$ cat config.mk
export PLATFORM = sky130hd
export DESIGN_NAME = bcd_conv_arb
export DESIGN_NICKNAME = d
export VERILOG_FILES = /design/src/rtl/bcd_conv_arb.sv
export SDC_FILE = /design/constraint.sdc
export NUM_CORES = 1
export LEC_CHECK = 0
export CORE_UTILIZATION = 34
export DETAILED_ROUTE_END_ITERATION = 7
export PLACE_DENSITY_LB_ADDON = 0.15
export SYNTH_ARGS = -nofsm -noshare
export SYNTH_HDL_FRONTEND = slang
export SYNTH_SLANG_ARGS = --single-unit
$ cat constraint.sdc
create_clock -name i_clk -period 3.5 [get_ports i_clk]
set_input_delay 0.7 -clock i_clk [delete_from_list [all_inputs] [get_ports i_clk]]
set_output_delay 0.7 -clock i_clk [all_outputs]
set_load 0.01 [all_outputs]
$ cat src/rtl/bcd_conv_arb.sv
// bcd_conv_arb: shift-and-add-3 binary-to-BCD converter shared by two round-robin requesters
module bcd_conv_arb #(
  parameter int W = 8,
  parameter int D = 3
) (
  input  logic           i_clk,
  input  logic           i_rst_n,
  input  logic [1:0]     i_req,
  input  logic [W-1:0]   i_bin0,
  input  logic [W-1:0]   i_bin1,
  output logic [1:0]     o_gnt,
  output logic           o_busy,
  output logic           o_done,
  output logic           o_done_id,
  output logic [4*D-1:0] o_bcd
);
  localparam int CW = $clog2(W + 1);
  typedef enum logic {IDLE, CONV} state_t;
  state_t         state_q, state_d;
  logic [W-1:0]   bin_q, bin_d, bin_sh;
  logic [4*D-1:0] work_q, work_d, work_adj, work_sh, bcd_q, bcd_d;
  logic [CW-1:0]  cnt_q, cnt_d;
  logic [1:0]     gnt_q, gnt_d;
  logic           id_q, id_d, last_q, last_d, busy_q, busy_d, done_q, done_d, done_id_q, done_id_d;
  logic           win;
  genvar g;
  for (g = 0; g < D; g++) begin : g_adj
    assign work_adj[4*g+:4] = (work_q[4*g+:4] >= 4'd5) ? work_q[4*g+:4] + 4'd3 : work_q[4*g+:4];
  end
  assign {work_sh, bin_sh} = {work_adj[4*D-2:0], bin_q, 1'b0};
  // last_q names the requester served last; a tie goes to the other one
  assign win = (&i_req) ? ~last_q : i_req[1];
  // next-state: arbitrate and capture in IDLE, adjust-and-shift once per cycle in CONV
  always_comb begin
    state_d   = state_q;
    bin_d     = bin_q;
    work_d    = work_q;
    cnt_d     = cnt_q;
    id_d      = id_q;
    last_d    = last_q;
    busy_d    = busy_q;
    bcd_d     = bcd_q;
    done_id_d = done_id_q;
    gnt_d     = 2'b00;
    done_d    = 1'b0;
    if (state_q == IDLE) begin
      if (|i_req) begin
        state_d = CONV;
        bin_d   = win ? i_bin1 : i_bin0;
        work_d  = '0;
        cnt_d   = '0;
        id_d    = win;
        gnt_d   = win ? 2'b10 : 2'b01;
        busy_d  = 1'b1;
      end
    end else begin
      bin_d  = bin_sh;
      work_d = work_sh;
      cnt_d  = cnt_q + CW'(1);
      if (cnt_d == CW'(W)) begin
        state_d   = IDLE;
        bcd_d     = work_sh;
        done_id_d = id_q;
        done_d    = 1'b1;
        busy_d    = 1'b0;
        last_d    = id_q;
      end
    end
  end
  // state and registered outputs; reset aborts any conversion in flight
  always_ff @(posedge i_clk or negedge i_rst_n) begin
    if (!i_rst_n) begin
      state_q   <= IDLE;
      bin_q     <= '0;
      work_q    <= '0;
      cnt_q     <= '0;
      id_q      <= 1'b0;
      last_q    <= 1'b1;
      busy_q    <= 1'b0;
      bcd_q     <= '0;
      done_id_q <= 1'b0;
      gnt_q     <= 2'b00;
      done_q    <= 1'b0;
    end else begin
      state_q   <= state_d;
      bin_q     <= bin_d;
      work_q    <= work_d;
      cnt_q     <= cnt_d;
      id_q      <= id_d;
      last_q    <= last_d;
      busy_q    <= busy_d;
      bcd_q     <= bcd_d;
      done_id_q <= done_id_d;
      gnt_q     <= gnt_d;
      done_q    <= done_d;
    end
  end
  assign o_gnt     = gnt_q;
  assign o_busy    = busy_q;
  assign o_done    = done_q;
  assign o_done_id = done_id_q;
  assign o_bcd     = bcd_q;
endmodule

Word-level counts from Yosys, hierarchy flattened
Index checks and enable logic that the tools add are counted.
- register bits after elaboration: 44
- output and inout port bits: 17
- $lt $le $gt $ge: 3
- bitwise operators: 2
- reductions and logical operators: 6
- eq/ne operators: 2
- multiplexer cells: 22
- $add $sub $neg: 4
- operators with widths (operator ; number):
    $mux W12 ; 2
    $mux W8 ; 3
    $mux W4 ; 4
    $ge A4 B3 Y1 const B ; 3
    $mux W1 ; 9
    $add A4 B2 Y4 const B ; 2
    $reduce_and A2 Y1 ; 4
    $mux W2 ; 3
    $add A4 B1 Y4 const B ; 1
    $eq A4 B4 Y1 const B ; 1
    $add A3 B2 Y3 const B ; 1
    $mux W3 ; 1
    $ne A2 B1 Y1 const B ; 1
    $not A1 Y1 ; 2
    $reduce_bool A2 Y1 ; 1
    $reduce_or A2 Y1 ; 1

Logic depth before layout (Yosys ltp)
- word-level depth: 5
- depth in mapped cells: 6
- depth with buffers taken out: 6

Worst setup path before layout
OpenSTA, ideal clock, no wires.
- kind: input -> register
- start point: input port i_req[0]
- end point: register bin_q[4]
- buffers on the path: 2
- arrival: 1.562 ns
- slack: 1.802 ns
- stages on the path: 6
- cell sequence: buf_2 -> a21bo_2 -> clkbuf_1 -> o22ai_1 -> a31oi_1 -> o21ai_0
- cells in the longest elaborated chain, start to end: 5
- ends and longest elaborated chain (element ; RTL line ; RTL):
    from (decl) ; 8 ; input logic [1:0] i_req,
    $reduce_and A2 Y1 ; 32 ; assign win = (&i_req) ? ~last_q : i_req[1];
    $mux W1 ; 32 ;
    $mux W8 ; 49 ; bin_d = win ? i_bin1 : i_bin0;
    $mux W8 ; 47 ; if (|i_req) begin
    $mux W8 ; 46 ; if (state_q == IDLE) begin
    to (signal assigned) ; 86 ; bin_q <= bin_d;
    to (decl) ; 20 ; logic [W-1:0] bin_q, bin_d, bin_sh;
Several ways; a longest one is shown, not always the timed one. The select of a mux whose other input is x is not followed.
A chain may end at the register's enable or synchronous reset.

Worst setup path in the final report
- start point: input port i_req[0]
- end point: register work_q[3]
- cells in the longest elaborated chain, start to end: 2
- ends and longest elaborated chain (element ; RTL line ; RTL):
    $reduce_or A2 Y1 ; 47 ;
    $reduce_bool A2 Y1 (no source line) ; - ;
    to (signal assigned) ; 87 ; work_q <= work_d;
    to (decl) ; 21 ; logic [4*D-1:0] work_q, work_d, work_adj, work_sh, bcd_q, bcd_d;
Every way passes these cells.

==> summary.md <==
| Metric | Value |
|---|---|
| DP HPWL | 2870 um |
| Number of global-route vias before repair | 1427 |
| Outcome | finished, final reports clean |
| Origin of the worst min-delay path | bin_q[2]$_DFFE_PN0P_ |
| Design Area, Final | 0.00264 mm^2 |
| Yosys reg bits | 44 |
| Share of the synthesized area in the top cell type | 0.506 |
| Routed WL per cell | 13.7 um |
| Critical Path Slowest Stage Cell | clkdlybuf4s50_1 |
| Worst r2r src | work_q[0]$_DFFE_PN0P_ |
| Initial antenna violation count | 0 |
| Reg-to-reg endpoint | o_bcd[2]$_DFFE_PN0P_ |
| CP peak stage delay | 0.61 ns |
| Drt total wl | 4170 um |
| # nets final | 256 |
| H-tree depth | 2 |
| Root Buffer | clkbuf_8 |
| Required @ worst endpoint | 3.74 ns |
| Rel. slew slack | 0.337 |
| Pre-CTS setup slack | 0.791 ns |
| Final min period | 2.35 ns |
| GP Congestion | 0.750 |
| Largest net degree at the start of global routing | 45 |
| GRT overflow | 0 |
| Most common cell after layout, fill and taps aside | dfrtp_1 |
| Worst-Skew Late Latency | 0.29 ns |
| Maximum VDD drop | 0.000288 V |
| Share of post-route cells with drive strength above 1 | 0.122 |
| Drt pass-1 iters | 4 |
| Maximum clock frequency | 425 MHz |
| Final core utilization | 0.440 |
| R2R setup slack | 1.80 ns |
| FP Rows | 28 |
| Tot GR Track Use | 0.141 |
| Hold Buf Count CTS | 0 |
| Max_cap viols | 0 |
| Warnings, synthesis | 0 |
| Diodes inserted | 0 |
| Unique cell type count in the Yosys netlist | 34 |
| Die span in x | 81.1 um |
| Final WS setup | 1.15 ns |
| Post-CTS Setup Inserts | 0 |
| RSZ-0062 raised after global routing | false |
| Die Height | 81.1 um |
| Placed Cells | 297 |
| Post-cts sizing count | 0 |
| Top_reg_cell synth | dfrtp_1 |
| Post-synth EDFFs | 0 |
| Worst Hold Class | flip-flop to flip-flop |
| IO Count | 37 |
| Total number of vias | 1497 |
| Clk slew on worst S/H paths | 0.09 ns |
| Ys async rst share | 1.00 |
| Non-Filler Instances | 305 |
| Final setup TNS | 0 ns |
| Hold Path Stages | 2 |
| Leakage power | 1.20 nW |
| Crit Path Max Fanout | 17 |
| Most frequent cells in the layout | 43 x dfrtp_1, 35 x clkdlybuf4s50_1, 21 x nand2_1 |
| Synth-to-layout area growth | 23.9% |
| Post-Syn Nets | 220 |
| Seq/Total Area, Yosys | 0.518 |
| Crit-path leading delay family | simple AND/OR/NAND/NOR gates |
| Worst Tran Pin Value | 0.994 ns |
| Post-Route Skew | 0.00859 ns |
| Longest Clk Path Bufs | 2 |
| CP bufs+invs | 1 |
| CTS tree | yes |
| Setup crit start kind | input pin |
| CP Data Arrival Time | 2.59 ns |
| Pins Over Slew Limit | 0 |
| Hold endpoint | bin_q[3]$_DFFE_PN0P_ |
| Fin. Hold Viols | 0 |
| Residual DRC | 0 |
| Cell area after placement | 0.00254 mm^2 |
| Core area | 0.00599 mm^2 |
| Final ANT Viol Nets | 0 |
| Power consumption | 2.25 mW |
| Inserted Clock Buffers | 5 |
| Crit path capture type | flip-flop |
| CP cell instances | clkdlybuf4s50_1 > or2_1 > nor2_2 > o21ai_0 > nand2_1 |
| # clock sinks | 44 |
| Die ar. | 0.00658 mm^2 |
| Post-Syn Instances | 193 |
| Synthesized area per cell | 11.0 um^2 |
| Initial DRC count | 51 |
| Worst setup path category | input pin to flip-flop |
| Number of cells on the worst reg-to-reg path | 6 |
| Starting Density | 0.355 |
| Final setup vio count | 0 |
| Input/output buffers | 36 |
| Fin crit share | 0.672 |
| PD cells | 856 mW/mm^2 |
| Hold Worst Slack | 0.490 ns |
| Dominant cells by area after synthesis | dfrtp_1 51%, mux2_4 5.6%, a22o_1 4.9%, ha_1 4.1%, nand2_1 3.7% |
| Post-synthesis cell area | 0.00213 mm^2 |
| Biggest area consumer among synthesized cells | dfrtp_1 |
| DR vias/cell | 4.91 |
| First-pass GRT wire length | 6920 um |
-- layout make-up --
type / instances / area [um^2]
clock inverters: 1 / 7.51
flip-flops and latches: 44 / 1100
fillers: 584 / 3360
clock buffers: 7 / 86.3
inverters: 12 / 47.5
well taps: 75 / 93.8
repair buffers: 37 / 363
multi-input cells: 129 / 935
-- cell families after synthesis --
kind of cell / count (synthesis) / share of synthesized area
adders and majority gates: 7 / 0.0412
DFF: 44 / 0.518
buffers and inverters: 20 / 0.0424
AOI/OAI and AO/OA: 46 / 0.158
muxes: 20 / 0.116
xor gates and xnor gates: 5 / 0.0206
and+or+nand+nor: 51 / 0.104
-- worst min-delay path: cells and delay by family, from the launching register on --
kind	cells	cell delay, ns
AO/OA/AOI/OAI	1	0.05
AND/OR/NAND/NOR	1	0.05
flip-flops	1	0.36
-- cells in the mapped netlist, types with 2 or more instances --
| master | n |
|---|---|
| a21oi_1 | 6 |
| a22o_1 | 12 |
| a31oi_1 | 3 |
| clkbuf_1 | 5 |
| dfrtp_1 | 43 |
| ha_1 | 7 |
| inv_1 | 11 |
| mux2_2 | 5 |
| mux2_4 | 8 |
| mux2i_1 | 7 |
| nand2_1 | 21 |
| nand2b_1 | 5 |
| nand3_1 | 2 |
| nor2_1 | 18 |
| o21ai_0 | 13 |
| o22ai_1 | 3 |
| o41ai_1 | 4 |
| xnor2_1 | 4 |
-- power breakdown --
part | internal [mW] | switching, mW | total [mW]
registers | 0.735 | 0.187 | 0.921
clock network | 0.161 | 0.172 | 0.332
logic | 0.561 | 0.441 | 1.00
total | 1.46 | 0.799 | 2.25
-- registers in the layout, summed over array words and instances, names as in the netlist --
register / cells
o_bcd: 12
work_q: 12
bin_q: 8
cnt_q: 4
o_gnt: 2
id_q: 1
last_q: 1
o_busy: 1
o_done: 1
o_done_id: 1
state_q: 1
-- per-layer routing --
layer	vias up	part of all wire	routed length, um	GRT usage
met3	5	0.042	176	0.0371
met1	706	0.47	1980	0.182
met2	39	0.47	1970	0.229
li1	747	-	-	-
met5	-	0	0	0
met4	0	0.011	45	0.0429
-- how the worst max path moves through the flow --
stage / from / end / slack, ns / cells after the start
finish: i_req[0] / work_q[3]$_DFFE_PN0P_ / 1.15 / 5
global placement: i_req[0] / work_q[3]$_DFFE_PN0P_ / 0.85 / 5
CTS: i_req[0] / work_q[3]$_DFFE_PN0P_ / 1.12 / 5
detailed placement: i_req[0] / work_q[3]$_DFFE_PN0P_ / 0.79 / 5
floorplan: i_req[0] / bin_q[4]$_DFFE_PN0P_ / 1.80 / 6
global route: i_req[0] / work_q[3]$_DFFE_PN0P_ / 0.99 / 5
Power figures use the tool's default switching activity.
